### config.mk
export PLATFORM = sky130hd
export DESIGN_NAME = slap_rom_loader_flat
export DESIGN_NICKNAME = d
export VERILOG_FILES = /design/src/rtl/slap_rom_loader_pkg.sv /design/src/rtl/slap_rom_loader_if.sv /design/src/rtl/slap_rom_region_dec.sv /design/src/rtl/slap_rom_loader.sv /design/src/flat_wrapper.sv
export SDC_FILE = /design/constraint.sdc
export NUM_CORES = 1
export LEC_CHECK = 0
export ABC_AREA = 0
export CAP_MARGIN = 0
export CORE_UTILIZATION = 45
export DETAILED_ROUTE_END_ITERATION = 10
export GPL_TIMING_DRIVEN = 1
export PLACE_DENSITY = 0.76
export SLEW_MARGIN = 20
export SYNTH_ARGS = -nofsm -noshare
export SYNTH_HDL_FRONTEND = slang
export SYNTH_HIERARCHICAL = 1
export SYNTH_SLANG_ARGS = --single-unit
### constraint.sdc
create_clock -name master_clk -period 5.8 [get_ports master_clk]
set_input_delay 1.16 -clock master_clk [delete_from_list [all_inputs] [get_ports master_clk]]
set_output_delay 1.16 -clock master_clk [all_outputs]
set_load 0.01 [all_outputs]
### src/rtl/slap_rom_loader_pkg.sv
// Slap Fight / Tiger Heli ROM download map, FSM states and map helpers.
// Region bases and sizes are byte addresses in the ioctl image.
package slap_rom_loader_pkg;

  localparam int AW = 25;
  typedef logic [AW-1:0] addr_t;

  typedef enum logic [1:0] {
    ST_IDLE,
    ST_LOAD,
    ST_CHECK,
    ST_DONE
  } state_e;

  localparam addr_t EP_BASE_1 = 25'h000_0000;
  localparam addr_t EP_BASE_2 = 25'h000_8000;
  localparam addr_t EP_BASE_3 = 25'h000_C000;
  localparam addr_t EP_BASE_4 = 25'h000_E000;
  localparam addr_t EP_BASE_5 = 25'h001_0000;

  localparam addr_t EP_SIZE_1 = 25'h000_8000;
  localparam addr_t EP_SIZE_2 = 25'h000_4000;
  localparam addr_t EP_SIZE_3 = 25'h000_2000;
  localparam addr_t EP_SIZE_4 = 25'h000_2000;

  localparam addr_t BG_SIZE32 = 25'h000_8000;
  localparam addr_t BG_SIZE16 = 25'h000_4000;

  localparam addr_t TOTAL_32 = 25'h003_0000;
  localparam addr_t TOTAL_16 = 25'h002_0000;

  function automatic addr_t bg_size(input logic pcb);
    return pcb ? BG_SIZE16 : BG_SIZE32;
  endfunction

  function automatic addr_t ep_size(
    input int unsigned i,
    input logic        pcb
  );
    case (i)
      0:       return EP_SIZE_1;
      1:       return EP_SIZE_2;
      2:       return EP_SIZE_3;
      3:       return EP_SIZE_4;
      default: return bg_size(pcb);
    endcase
  endfunction

  // ep5..ep8 sit back to back, so their bases move with the BG size
  function automatic addr_t ep_base(
    input int unsigned i,
    input logic        pcb
  );
    case (i)
      0:       return EP_BASE_1;
      1:       return EP_BASE_2;
      2:       return EP_BASE_3;
      3:       return EP_BASE_4;
      default: return EP_BASE_5 + addr_t'(i - 4) * bg_size(pcb);
    endcase
  endfunction

endpackage

### src/rtl/slap_rom_loader_if.sv
// ioctl download bus between the HPS side (master) and the loader (slave).
interface slap_rom_loader_if;

  logic        dn_download;
  logic [7:0]  dn_index;
  logic [24:0] dn_addr;
  logic [7:0]  dn_data;
  logic        dn_wr;
  logic        dn_wait;

  modport master (
    output dn_download,
    output dn_index,
    output dn_addr,
    output dn_data,
    output dn_wr,
    input  dn_wait
  );

  modport slave (
    input  dn_download,
    input  dn_index,
    input  dn_addr,
    input  dn_data,
    input  dn_wr,
    output dn_wait
  );

endinterface

### src/rtl/slap_rom_region_dec.sv
// Address decoder: ioctl byte address -> one-hot EPROM select and
// region-relative offset. MAP_SHIFT scales the whole map down.
module slap_rom_region_dec
  import slap_rom_loader_pkg::*;
#(
  parameter int NUM_EP    = 8,
  parameter int MAP_SHIFT = 0
) (
  input  addr_t             addr,
  input  logic              pcb,
  output logic [NUM_EP-1:0] cs,
  output addr_t             off,
  output logic              miss
);

  addr_t base;
  addr_t size;
  logic  hit;

  always_comb begin
    cs   = '0;
    off  = '0;
    hit  = 1'b0;
    base = '0;
    size = '0;
    for (int unsigned i = 0; i < NUM_EP; i++) begin
      base = ep_base(i, pcb) >> MAP_SHIFT;
      size = ep_size(i, pcb) >> MAP_SHIFT;
      if (!hit && addr >= base &&
          (addr - base) < size) begin
        cs[i] = 1'b1;
        off   = addr - base;
        hit   = 1'b1;
      end
    end
    miss = !hit;
  end

endmodule

### src/rtl/slap_rom_loader.sv
// ROM download write path: ioctl byte stream -> registered EPROM
// write strobes, download sequencing, size check and CPU hold.
module slap_rom_loader
  import slap_rom_loader_pkg::*;
#(
  parameter int         NUM_EP    = 8,
  parameter int         WR_HOLD   = 2,
  parameter logic [7:0] ROM_INDEX = 8'd0,
  parameter int         MAP_SHIFT = 0
) (
  input  logic              master_clk,
  input  logic              reset_n,
  input  logic              pcb,
  slap_rom_loader_if.slave  dn,
  output logic [24:0]       ld_addr,
  output logic [7:0]        ld_data,
  output logic              ld_wr,
  output logic [NUM_EP-1:0] ep_cs,
  output logic              rom_ready,
  output logic              cpu_hold,
  output logic              load_err
);

  localparam int    WCW   = $clog2(WR_HOLD + 1);
  localparam addr_t TOT32 = TOTAL_32 >> MAP_SHIFT;
  localparam addr_t TOT16 = TOTAL_16 >> MAP_SHIFT;

  state_e            state_q;
  logic              dn_wr_q;
  logic [WCW-1:0]    wcnt_q;
  addr_t             byte_cnt_q;
  addr_t             ld_addr_q;
  logic [7:0]        ld_data_q;
  logic              ld_wr_q;
  logic [NUM_EP-1:0] ep_cs_q;
  logic              rom_ready_q;
  logic              cpu_hold_q;
  logic              load_err_q;

  logic [NUM_EP-1:0] dec_cs;
  addr_t             dec_off;
  logic              dec_miss;

  logic wr_edge, busy, in_load;
  logic accept, clash, start;
  addr_t total;

  slap_rom_region_dec #(
    .NUM_EP    (NUM_EP),
    .MAP_SHIFT (MAP_SHIFT)
  ) u_dec (
    .addr (dn.dn_addr),
    .pcb  (pcb),
    .cs   (dec_cs),
    .off  (dec_off),
    .miss (dec_miss)
  );

  assign wr_edge = dn.dn_wr & ~dn_wr_q;
  assign busy    = (wcnt_q != '0);
  assign in_load = (state_q == ST_LOAD);
  assign accept  = in_load & wr_edge & ~busy;
  assign clash   = in_load & wr_edge & busy;
  assign start   = dn.dn_download &
                   (dn.dn_index == ROM_INDEX) &
                   ((state_q == ST_IDLE) |
                    (state_q == ST_DONE));
  assign total   = pcb ? TOT16 : TOT32;

  // wait must cover the accepting cycle itself
  assign dn.dn_wait = accept | busy;

  always_ff @(posedge master_clk or negedge reset_n) begin
    if (!reset_n) begin
      state_q     <= ST_IDLE;
      dn_wr_q     <= 1'b0;
      wcnt_q      <= '0;
      byte_cnt_q  <= '0;
      ld_addr_q   <= '0;
      ld_data_q   <= '0;
      ld_wr_q     <= 1'b0;
      ep_cs_q     <= '0;
      rom_ready_q <= 1'b0;
      cpu_hold_q  <= 1'b1;
      load_err_q  <= 1'b0;
    end else begin
      dn_wr_q <= dn.dn_wr;
      ld_wr_q <= accept;
      ep_cs_q <= accept ? dec_cs : '0;
      if (accept) begin
        ld_addr_q <= dec_off;
        ld_data_q <= dn.dn_data;
        wcnt_q    <= WCW'(WR_HOLD);
      end else if (busy) begin
        wcnt_q <= wcnt_q - 1'b1;
      end
      if (accept && byte_cnt_q != '1)
        byte_cnt_q <= byte_cnt_q + 1'b1;
      if ((accept && dec_miss) || clash)
        load_err_q <= 1'b1;
      unique case (state_q)
        ST_IDLE, ST_DONE: begin
          if (start) begin
            state_q     <= ST_LOAD;
            byte_cnt_q  <= '0;
            load_err_q  <= 1'b0;
            rom_ready_q <= 1'b0;
            cpu_hold_q  <= 1'b1;
          end
        end
        ST_LOAD: begin
          if (!dn.dn_download)
            state_q <= ST_CHECK;
        end
        ST_CHECK: begin
          if (byte_cnt_q == total && !load_err_q) begin
            state_q     <= ST_DONE;
            rom_ready_q <= 1'b1;
            cpu_hold_q  <= 1'b0;
          end else begin
            state_q    <= ST_IDLE;
            load_err_q <= 1'b1;
          end
        end
        default: state_q <= ST_IDLE;
      endcase
    end
  end

  assign ld_addr   = ld_addr_q;
  assign ld_data   = ld_data_q;
  assign ld_wr     = ld_wr_q;
  assign ep_cs     = ep_cs_q;
  assign rom_ready = rom_ready_q;
  assign cpu_hold  = cpu_hold_q;
  assign load_err  = load_err_q;

endmodule

### src/flat_wrapper.sv
// flat-port wrapper written by rule: the top's interface ports become plain ports
module slap_rom_loader_flat import slap_rom_loader_pkg::*;
#(
  parameter int         NUM_EP    = 8,
  parameter int         WR_HOLD   = 2,
  parameter logic [7:0] ROM_INDEX = 8'd0,
  parameter int         MAP_SHIFT = 0
)
  (master_clk, reset_n, pcb, ld_addr, ld_data, ld_wr, ep_cs, rom_ready, cpu_hold, load_err, dn_dn_download, dn_dn_index, dn_dn_addr, dn_dn_data, dn_dn_wr, dn_dn_wait);
  slap_rom_loader_if dn_i ();
  input  logic master_clk;
  input  logic reset_n;
  input  logic pcb;
  output logic [24:0] ld_addr;
  output logic [7:0] ld_data;
  output logic ld_wr;
  output logic [NUM_EP-1:0] ep_cs;
  output logic rom_ready;
  output logic cpu_hold;
  output logic load_err;
  input wire logic [$bits(dn_i.dn_download)-1:0] dn_dn_download;
  input wire logic [$bits(dn_i.dn_index)-1:0] dn_dn_index;
  input wire logic [$bits(dn_i.dn_addr)-1:0] dn_dn_addr;
  input wire logic [$bits(dn_i.dn_data)-1:0] dn_dn_data;
  input wire logic [$bits(dn_i.dn_wr)-1:0] dn_dn_wr;
  output wire logic [$bits(dn_i.dn_wait)-1:0] dn_dn_wait;
  assign dn_i.dn_download = dn_dn_download;
  assign dn_i.dn_index = dn_dn_index;
  assign dn_i.dn_addr = dn_dn_addr;
  assign dn_i.dn_data = dn_dn_data;
  assign dn_i.dn_wr = dn_dn_wr;
  assign dn_dn_wait = dn_i.dn_wait;
  slap_rom_loader #(.NUM_EP(NUM_EP), .WR_HOLD(WR_HOLD), .ROM_INDEX(ROM_INDEX), .MAP_SHIFT(MAP_SHIFT)) u_core (.master_clk(master_clk), .reset_n(reset_n), .pcb(pcb), .dn(dn_i), .ld_addr(ld_addr), .ld_data(ld_data), .ld_wr(ld_wr), .ep_cs(ep_cs), .rom_ready(rom_ready), .cpu_hold(cpu_hold), .load_err(load_err));
endmodule
* Word level (Yosys, flattened, before mapping)
Cells that the tools add are included. Widths: inputs -> output; s select.
Operators by class: add/sub/neg operators 12, multipliers 1, $lt $le $gt $ge 16, equal/unequal tests 8, multiplexer cells 45, bitwise gates (word level) 10, reductions and logical operators 36
Operators by type and width (number):
- $mux 25 | 11
- $add 17x25->25 const A | 3
- $ge 25x16->1 const B | 3
- $ge 25x25->1 | 3
- $lt 25x25->1 | 3
- $sub 25x16->25 const B | 3
- $sub 25x25->25 | 3
- $lt 25x14->1 const B | 2
- $add 25x1->25 const B | 1
- $eq 25x25->1 | 1
- $ge 25x1->1 const B | 1
- $ge 25x17->1 const B | 1
- $lt 25x15->1 const B | 1
- $lt 25x16->1 | 1
- $lt 25x16->1 const B | 1
- $mul 2x25->25 const A | 1
- $ne 25x25->1 const B | 1
- $sub 25x17->25 const B | 1
- $mux 1 | 22
- $logic_and 1x1->1 | 18
- $mux 17 | 1
- $mux 16 | 1
- $mux 2 | 5
- $logic_not 1->1 | 9
- other kinds (18) | 31
Storage, ports and cells: flip-flop bits (word level) 75, bits of input ports 46, output and inout bits 46, logic and storage cells 139

* Depth between registers and ports, before layout
Gate-level depths: netlist of the first run.
depth in word-level cells 37, mapped depth 16, gate-level depth less buffers 15

* Cells and area by module
Netlist of the first run, hierarchy kept.
Modules (own cells, without submodules):
- slap_rom_loader | times used 1, cells an instance 364, area each 3425.8 sq um
- slap_rom_region_dec | times used 1, cells an instance 202, area each 1507.7 sq um

* Least setup slack after synthesis of the first run
No wires, ideal clock.
path type input to register, start input port dn_dn_addr[16], end register u_core.load_err_q, in the netlist u_core/load_err, arrival 3.753 ns, required time 5.736 ns, slack 1.982 ns, stages on the path 14, buffers on the path 1, path through inv_1 -> ha_1 -> a2111o_1 -> or4_1 -> o211ai_1 -> nor4_4 -> or2_1 -> nor3_2 -> buf_2 -> inv_1 -> a21oi_1 -> nor2_1 -> nor2_1 -> o21a_1
On the way: word-level cells in the longest chain between the ends 37, elaborated cells between the ends (all ways) 60
Ends and longest elaborated chain:
- from (decl) | line flat_wrapper.sv:23 | input wire logic [$bits(dn_i.dn_addr)-1:0] dn_dn_addr;
- parallel branches: the longest is 30 deep, another holds $sub 25x16->25
- $mux 1 * | line slap_rom_region_dec.sv:29 | if (!hit && addr >= base &&
- $logic_not 1->1 * | line slap_rom_region_dec.sv:36 | miss = !hit;
- named net u_core.dec_miss | line slap_rom_loader.sv:42 | logic dec_miss;
- $logic_and 1x1->1 * | line slap_rom_loader.sv:99 | if ((accept && dec_miss) || clash)
- $logic_or 1x1->1 * | line slap_rom_loader.sv:99
- $mux 1 * | line slap_rom_loader.sv:99
- $mux 1 (on tied branches) | line slap_rom_loader.sv:116, slap_rom_loader.sv:103
- $pmux 1 s2 * | line slap_rom_loader.sv:101 | unique case (state_q)
- to (signal assigned) | line slap_rom_loader.sv:100 | load_err_q <= 1'b1;
- to (signal assigned) | line slap_rom_loader.sv:106 | load_err_q <= 1'b0;
- to (signal assigned) | line slap_rom_loader.sv:122 | load_err_q <= 1'b1;
- to (decl) | line slap_rom_loader.sv:38 | logic load_err_q;
Mark *: on every way through the listed nets, which the timed path passes. A chain may end at the register's enable or synchronous reset.

* Worst setup path in the final report of the first run
start input port dn_dn_addr[16], end register u_core.ld_addr_q[13], in the netlist u_core/ld_addr[13]
On the way: word-level cells in the longest chain between the ends 31, elaborated cells between the ends (all ways) 60
Ends and longest elaborated chain:
- parallel branches: the longest is 30 deep, another holds $sub 25x16->25
- $mux 25 * | line slap_rom_region_dec.sv:29
- named net u_core.dec_off[13] | line slap_rom_loader.sv:41 | addr_t dec_off;
- to (signal assigned) | line slap_rom_loader.sv:91 | ld_addr_q <= dec_off;
- to (decl) | line slap_rom_loader.sv:32 | addr_t ld_addr_q;
Marks and branches as above.

==> flow_summary_export.csv, run 1 <==
group,metric,value,unit
status,status,"finished clean",
clocking,cts_resized,0,
finish,finalNonFillerCells,788,
synthesis,synth_top_family_by_area,"simple AND/OR/NAND/NOR gates",
drt,vias,4419,
clocking,hold_buffers,0,
clocking,htree_levels,3,
clocking,clockBufferDepth,2,
synthesis,synth_compound_area_share,13.37,%
timing,tns,0,ps
synthesis,syn_area,4933,um^2
die,pin_count,92,
clocking,cts.sinks,75,
global_routing,overflow,0,
worst_setup_path,end_kind,"flip-flop",
power_and_ir_drop,ir_drop,0.0001330,V
power_and_ir_drop,finalPower,1.492,mW
global_routing,grt_max_degree,76,
drt,drc,0,
worst_setup_path,cp_max_fo,16,
power_and_ir_drop,p_per_area,246.4,nW/um^2
synthesis,synth-simple-area-share,31.14,%
timing,fmax,219.2,MHz
clocking,clk_latency,340,ps
worst_setup_path,start_kind,"input pin",
worst_setup_path,required,6030,ps
synthesis,syn_area_per_cell,8.716,um^2
synthesis,ys_warn_count,6,
clocking,cts_root_buf,"clkbuf_8",
global_routing,grt.total_usage,22.83,%
timing,finalHoldViolations,0,
worst_setup_path,critPathKind,"in -> reg",
timing,timing.hold.ws,480.0,ps
synthesis,ys_ff_latch,75,
drt,wl_per_cell,15.88,um
die,fp.dieW,106.7,um
drt,drtIter0Drc,231,
synthesis,synth_edf_count,0,
job,max-cap-violations,0,
die,die-area,11390,um^2
place,dp_cells,772,
drt,ant_nets,0,
synthesis,synth_top_area_share,37.53,%
synthesis,synthTopCellsByArea,"dfrtp_1 38%, nand2_1 10%, ha_1 6.3%, a21oi_1 2.5%, nor2_1 2.0%",
global_routing,antenna_found_initial,0,
timing,slew_headroom,37.00,%
die,start_util,47.15,%
timing,worst_slew_pin_slew,945.0,ps
finish,seq_area,1878,um^2
worst_setup_path,cp.arrival,4790,ps
drt,drt-pass1-iter-count,4,
finish,drive_gt1_share,5.675,%
finish,nets,720,
drt,drt-total-wl,12510,um
finish,synthToLayoutAreaGrowth,22.72,%
synthesis,muxShareOfSynthArea,0.8369,%
die,rows,37,
clocking,cts_buffers,9,
die,design.core.area,10460,um^2
finish,fillers,952,
place,place_congestion,0.8795,
finish,final_cell_area,6055,um^2
power_and_ir_drop,leakagePower,2.771,nW
timing,setup_viol,0,
finish,layout_common_cells,"134 x nand2_1, 90 x clkdlybuf4s50_1, 74 x dfrtp_1, 26 x nor2_1",
synthesis,yosysTopAreaCell,"dfrtp_1",
finish,diodes,0,
synthesis,synth_xor_area_share,3.906,%
timing,finalCritPeriodShare,78.65,%
timing,skew,18.93,ps
clocking,clk_pin_slew,70,ps
clocking,post_cts_buffers,0,
place,placed_area,5886,um^2
synthesis,ys_seq_area_share,38.07,%
drt,vias_per_cell,5.608,
synthesis,synth-async-reset-ratio,100.0,%
finish,multiInputGateArea,2813,um^2
synthesis,syn_inst,566,
global_routing,grt_pass1_wl,21020,um
synthesis,synth_adder_area_share,7.152,%
die,dieHeight,106.7,um
finish,layout_commonest_cell,"nand2_1",
hold_path,hold_class,"reg -> reg",
global_routing,grt_pass1_vias,4303,
timing,slew_viol_final,0,
synthesis,synth-main-ff-cell,"dfrtp_1",
timing,rsz0062_at_grt,"no",
timing,finalCriticalPeriod,4561,ps
clocking,tritoncts,"built",
place,hpwl,9114,um
synthesis,synth_cell_type_count,80,
place,port_buffers,91,
-- power breakdown --
group / switching [mW] / internal, mW
combinational: 0.264 / 0.228
sequential: 0.0485 / 0.597
clock: 0.197 / 0.157
-- cell type report --
cell class / count / area share (%)
Timing Repair Buffer: 94 / 15.38
Clock buffer: 11 / 2.170
Clock inverter: 5 / 0.6200
Sequential cell: 75 / 31.02
Inverter: 25 / 1.550
Multi-Input combinational cell: 442 / 46.46
Tap cell: 136 / 2.810
-- stage by stage --
step,utilization [%],worst slack [ps]
floorplan,-,1982
global placement,56.25,1025
detailed placement,56.25,889.4
CTS,57.87,1256
global route,57.87,898.2
finish,57.87,1239
-- layer usage --
metal  up-vias  GRT usage, %  share of wire [%]
met3        18         3.283                3.5
met4         0         8.023                1.7
met5         -             0                  0
met1      2136         28.89                 43
li1       2156             -                  -
met2       109         39.68                 52
-- kinds of logic after synthesis --
logic type               count (synthesis)
other                                    1
multiplexers                             4
XOR/XNOR                                22
adder cells (fa/ha/maj)                 27
AO/OA/AOI/OAI                           93
buffers and inverters                   56
AND/OR/NAND/NOR                        288
flip-flops                              75
-- cells in the mapped netlist (3+ instances only) --
cell type  count
o211ai_1       7
a21oi_1       25
buf_1          5
or4_1          8
mux2i_1        3
xor2_1        11
buf_2          8
nor2b_1       15
nor4_1         8
buf_4          9
nand2_1      134
and4_1        10
nand2b_1       3
clkbuf_1       7
and2_1         9
nor2_1        26
o2111ai_1      4
nor3_1         9
o21ai_1        3
nand3_1       15
nand4_1       15
nor4b_1        5
inv_1         24
xnor2_1       11
ha_1          25
dfrtp_1       74
o31ai_1        8
a211oi_1       3
or3_1          7
and3_1         4
o21ai_0       10
-- path summary, 6_finish.rpt --
| check | slack (ps) | endpoint | depth (start not counted) | from |
|---|---|---|---|---|
| max | 1240 | u_core/ld_addr[13] | 12 | dn_dn_addr[16] |
| min | 480 | u_core/ld_addr[8] | 2 | u_core/ld_addr[8] |
| max reg2reg | 3120 | u_core/byte_cnt_q[9] | 7 | u_core/state_q[1] |
| min reg2reg | 480 | u_core/ld_addr[8] | 2 | u_core/ld_addr[8] |
| max in group asynchronous | 4220 | u_core/ld_addr[5] | 1 | reset_n |
| min in group asynchronous | 940 | u_core/byte_cnt_q[20] | 1 | reset_n |
-- flip-flops by register name, indices dropped and copies added (netlist names), 2 cells and up --
signal,flops
u_core/ep_cs,8
u_core/wcnt_q,2
u_core/byte_cnt_q,25
u_core/state_q,2
u_core/ld_addr,25
u_core/ld_data,8
-- worst max-delay path, stage by stage --
cell             delay [ps]
clkdlybuf4s50_1         820
inv_1                   290
ha_1                    360
nor2b_1                 180
a2111oi_0               420
nand4_1                 210
nor4_4                  540
nor4_2                  170
a2111oi_1               400
mux2i_1                 130
nand2_1                  70
nand2_1                  50
Power figures use the tool's default switching activity.
==> run 2: changes to the inputs <==
PLACE_DENSITY = 0.79   (was 0.76)
clock period = 3.9 ns   (was 5.8 ns; I/O delays follow)
==> flow_summary_export.csv, run 2 (synthesized netlist as in run 1, its figures left out) <==
group,metric,value,unit
status,status,"finished clean",
power_and_ir_drop,combPwrFrac,29.9,%
clocking,post_cts_buffers,0,
worst_setup_path,start_kind,"input pin",
die,design.core.area,10460,um^2
timing,slew_viol_final,0,
global_routing,grt_pass1_vias,4589,
worst_setup_path,critPathBufInv,4,
power_and_ir_drop,clockPowerShare,32.0,%
die,start_util,47.15,%
drt,drt-total-wl,12900,um
worst_setup_path,slowest_stage,"clkdlybuf4s50_1",
finish,seq_area,1878,um^2
timing,fmax,273.7,MHz
place,place_congestion,0.9846,
clocking,hold_buffers,0,
die,rows,37,
clocking,cts_root_buf,"clkbuf_8",
timing,finalCriticalPeriod,3654,ps
global_routing,grt.total_usage,23.78,%
hold_path,hp-start,"u_core/ld_addr[22]",
worst_setup_path,cp.arrival,3900,ps
timing,worst_slew_pin_slew,944.9,ps
drt,vias_per_cell,5.635,
clocking,tritoncts,"built",
worst_setup_path,crit_family,"buffers and inverters",
global_routing,grt_max_degree,76,
die,pin_count,92,
global_routing,overflow,0,
clocking,htree_levels,3,
finish,diodes,0,
finish,layout_common_cells,"134 x nand2_1, 90 x clkdlybuf4s50_1, 74 x dfrtp_1, 36 x buf_4, 26 x nor2_1",
finish,fillers,923,
clocking,clockBufferDepth,2,
drt,drc,0,
job,max-cap-violations,0,
clocking,cts_buffers,9,
timing,slew_headroom,37.01,%
drt,wl_per_cell,15.73,um
drt,drtIter0Drc,309,
place,port_buffers,91,
worst_setup_path,end_kind,"flip-flop",
drt,drt-pass1-iter-count,5,
clocking,cts.sinks,75,
finish,synthToLayoutAreaGrowth,29.65,%
hold_path,hold_end,"u_core/ld_addr[22]",
power_and_ir_drop,ir_drop,0.0002976,V
worst_setup_path,reg2reg_setup_slack,1550,ps
die,fp.dieW,106.7,um
power_and_ir_drop,p_per_area,392.9,nW/um^2
worst_setup_path,r2r_cells,9,
finish,drive_gt1_share,10.38,%
finish,multiInputGateArea,2813,um^2
power_and_ir_drop,seq_power_share,38.0,%
power_and_ir_drop,power_switching_share,30.75,%
global_routing,grt_pass1_wl,21580,um
timing,skew,5.545,ps
worst_setup_path,critPathKind,"in -> reg",
drt,vias,4621,
worst_setup_path,path_cells,"clkdlybuf4s50_1 > inv_1 > ha_1 > inv_1 > fa_1 > a211oi_1 > xnor2_1 > o2111ai_1 > nor4_2 > buf_4 > a32oi_1 > a22o_1 > nand2_1 > nand2_1",
drt,ant_nets,0,
timing,setup_viol,0,
timing,rsz0062_at_grt,"no",
power_and_ir_drop,finalPower,2.513,mW
finish,nets,752,
power_and_ir_drop,power.internal,1.740,mW
finish,layout_commonest_cell,"nand2_1",
power_and_ir_drop,p_sw,0.7729,mW
clocking,clk_pin_slew,80,ps
die,die-area,11390,um^2
worst_setup_path,required,4150,ps
worst_setup_path,cp_max_fo,7,
global_routing,antenna_found_initial,0,
clocking,cts_resized,0,
place,hpwl,9488,um
timing,timing.hold.ws,477.4,ps
worst_setup_path,r2r_start,"u_core/state_q[1]",
timing,finalCritPeriodShare,93.70,%
clocking,clk_latency,360,ps
timing,finalHoldViolations,0,
die,dieHeight,106.7,um
worst_setup_path,r2r-end,"u_core/byte_cnt_q[14]",
worst_setup_path,crit_path_max_incr_delay,540,ps
hold_path,hold_class,"reg -> reg",
power_and_ir_drop,leakagePower,2.982,nW
hold_path,hold_depth,2,
-- run 2: metrics by stage --
stage,cell area (um^2),setup slack (ps),std cells,utilization [%],setup TNS (ps)
after floorplan,4960,462.5,573,-,0
after global placement,6126,101.7,804,58.55,0
after detailed placement,6126,-8.808,804,58.55,-13.51
after CTS,6396,367.8,820,61.13,0
after global routing,6396,98.02,820,61.13,0
final,6396,245.8,820,61.13,0
-- run 2: worst max-delay path by stage --
stage | start | to | cells past startpoint
after global placement | pcb | u_core/ld_addr[15] | 13
after detailed placement | dn_dn_addr[15] | u_core/ld_addr[15] | 14
after floorplan | dn_dn_addr[16] | u_core/load_err | 14
after CTS | dn_dn_addr[15] | u_core/ld_addr[15] | 14
final | dn_dn_addr[15] | u_core/ld_addr[15] | 14
after global routing | dn_dn_addr[15] | u_core/ld_addr[13] | 14
-- run 2: worst min-delay path: stages, from the launching register on --
cell     delay (ps)
dfrtp_1         350
nand2_1          50
nand2_1          50
-- run 2: layout make-up --
class                      instances  area share, %
clock buffer                       9          1.937
clock inverter                     7          2.289
inverter                          25          1.467
multi-input combinational        442          43.98
sequential                        75          29.36
tap                              136          2.660
timing repair buffer             126          18.31
-- run 2: routing by layer --
metal  vias up  track usage [%]  part of all wire [%]
li1       2223                -                     -
met1      2250            29.08                    42
met2       124            41.24                    52
met3        24            4.559                   3.6
met4         0            9.198                   2.2
met5         -                0                     0
-- run 2: power by group through the flow --
stage	sequential (mW)	clock (mW)	combinational, mW
after floorplan	0.996	0	0.382
after global placement	0.966	0	0.714
after detailed placement	0.971	0	0.747
after CTS	0.957	0.826	0.752
after global routing	0.974	0.860	0.830
final	0.956	0.805	0.752
==> run 3: changes to the inputs <==
CORE_MARGIN = 2   (was default)
==> flow_summary_export.csv, run 3 (synthesized netlist as in run 1, its figures left out) <==
group,metric,value,unit
hold_path,hp-start,"u_core/ld_addr[3]",
place,hpwl,9583,um
finish,nets,760,
worst_setup_path,crit_path_max_incr_delay,510,ps
clocking,post_cts_buffers,0,
drt,wl_met3,809,um
drt,met2_length,6779,um
worst_setup_path,required,4120,ps
place,placed_area,6191,um^2
global_routing,antenna_found_initial,0,
clocking,clk_latency,350,ps
timing,slew_viol_final,0,
timing,worst_slew_pin_slew,934.8,ps
clocking,cts_buffers,9,
die,start_util,45.91,%
hold_path,hold_end,"u_core/ld_addr[3]",
hold_path,hold_class,"reg -> reg",
die,dieHeight,108.7,um
worst_setup_path,r2r_cells,8,
worst_setup_path,cp_common_cell,"inv_1",
drt,wl_per_cell,15.73,um
worst_setup_path,slowest_stage,"clkdlybuf4s50_1",
global_routing,grt_max_degree,76,
worst_setup_path,reg2reg_setup_slack,1790,ps
worst_setup_path,cp.arrival,3840,ps
clocking,clockBufferDepth,2,
die,die-area,11820,um^2
timing,setup_viol,0,
finish,diodes,0,
worst_setup_path,start_kind,"input pin",
clocking,htree_levels,3,
timing,fmax,276.4,MHz
drt,drtIter0Drc,326,
power_and_ir_drop,ir_drop,0.0002307,V
worst_setup_path,path_cells,"clkdlybuf4s50_1 > inv_1 > ha_1 > fa_1 > inv_1 > ha_1 > inv_1 > o22ai_1 > a211oi_2 > o2111a_1 > nor4_2 > buf_4 > a32oi_1 > a22o_1 > nand2_1 > nand2_1",
timing,finalCritPeriodShare,92.76,%
hold_path,hold_depth,2,
drt,drt-total-wl,13090,um
timing,rsz0062_at_grt,"no",
finish,fin_util,59.52,%
place,place_congestion,0.9531,
finish,layout_common_cells,"134 x nand2_1, 90 x clkdlybuf4s50_1, 74 x dfrtp_1, 44 x buf_4, 26 x nor2_1",
clocking,hold_buffers,0,
drt,vias_per_cell,5.612,
die,design.core.area,10750,um^2
worst_setup_path,r2r_start,"u_core/state_q[1]",
status,status,"finished clean",
finish,drive_gt1_share,11.56,%
place,dp_cells,816,
finish,layout_commonest_cell,"nand2_1",
finish,finalNonFillerCells,832,
finish,final_cell_area,6396,um^2
drt,drt-pass1-iter-count,5,
timing,finalCriticalPeriod,3618,ps
drt,ant_nets,0,
clocking,cts_root_buf,"clkbuf_8",
place,port_buffers,91,
drt,route.top_layer_used,"met4",
drt,drt-met1-wl,5287,um
timing,finalHoldViolations,0,
global_routing,grt.total_usage,22.79,%
drt,drc,0,
die,rows,38,
timing,slew_headroom,37.68,%
job,max-cap-violations,0,
drt,vias,4669,
timing,skew,21.89,ps
worst_setup_path,r2r-end,"u_core/byte_cnt_q[16]",
global_routing,overflow,0,
power_and_ir_drop,leakagePower,2.985,nW
die,fp.dieW,108.7,um
power_and_ir_drop,p_per_area,361.0,nW/um^2
clocking,tritoncts,"built",
finish,synthToLayoutAreaGrowth,29.65,%
clocking,clk_pin_slew,80,ps
global_routing,grt_pass1_vias,4666,
global_routing,grt_pass1_wl,21740,um
finish,fillers,931,
clocking,cts_resized,0,
die,pin_count,92,
worst_setup_path,end_kind,"flip-flop",
worst_setup_path,cp_max_fo,5,
worst_setup_path,critPathKind,"in -> reg",
clocking,cts.sinks,75,
run 3: changes by cell type in the layout (fill, tap and decap cells not counted):
cell and change:
a211oi_1 -1, a211oi_2 +1, buf_4 +8, bufinv_16 -3, clkbuf_1 +1, clkinv_2 +2
clkinv_4 +1, clkinvlp_4 +1, inv_6 -2, o311ai_1 -1, o311ai_2 +1
run 3: worst max path at each step:
stage	startpoint	end	slack (ps)	cells past startpoint
after floorplan	dn_dn_addr[16]	u_core/load_err	460	14
after global placement	dn_dn_addr[14]	u_core/ld_addr[15]	80	16
after detailed placement	dn_dn_addr[14]	u_core/ld_addr[15]	-40	16
after CTS	dn_dn_addr[14]	u_core/ld_addr[15]	320	16
after global routing	dn_dn_addr[15]	u_core/ld_addr[15]	90	15
final	dn_dn_addr[14]	u_core/ld_addr[15]	280	16
run 3: report_power, final:
| part | internal [mW] | total, mW | leakage [nW] | switching [mW] |
|---|---|---|---|---|
| Combinational | 0.365 | 0.756 | 1.88 | 0.392 |
| Sequential | 0.888 | 0.960 | 1.01 | 0.0722 |
| Clock | 0.297 | 0.593 | 0.0966 | 0.296 |
run 3: critical path, delay by kind of cell:
kind                     cells  cell delay [ps]
AO/OA/AOI/OAI                5              640
adder cells (fa/ha/maj)      3              970
buffers and inverters        5              880
AND/OR/NAND/NOR              3              570
run 3: through the flow:
| stage | hold WS, ps | setup TNS, ps | setup WS, ps | power, mW |
|---|---|---|---|---|
| 2_1_floorplan | 484.4 | 0 | 462.5 | 1.378 |
| 3_3_place_gp | 458.2 | 0 | 82.02 | 1.688 |
| 3_5_place_dp | 461.9 | -39.37 | -39.37 | 1.726 |
| 4_1_cts | 480.2 | 0 | 318.2 | 2.325 |
| 5_1_grt | 502.2 | 0 | 91.34 | 2.450 |
| 6_report | 475.4 | 0 | 282.2 | 2.309 |
run 3: final cells by class:
class,instances,area [um^2],share of cell area (%)
clock buffers,10,127.6,1.995
clock inverters,6,65.06,1.017
inverters,25,93.84,1.467
multi-input cells,442,2825,44.17
flip-flops and latches,75,1878,29.36
well taps,140,175.2,2.739
repair buffers,134,1231,19.25
run 3: metal layers:
metal / track usage [%] / up-vias
met4: 6.410 / 0
met5: 0 / -
met3: 3.586 / 19
li1: - / 2232
met2: 40.63 / 188
met1: 28.51 / 2230
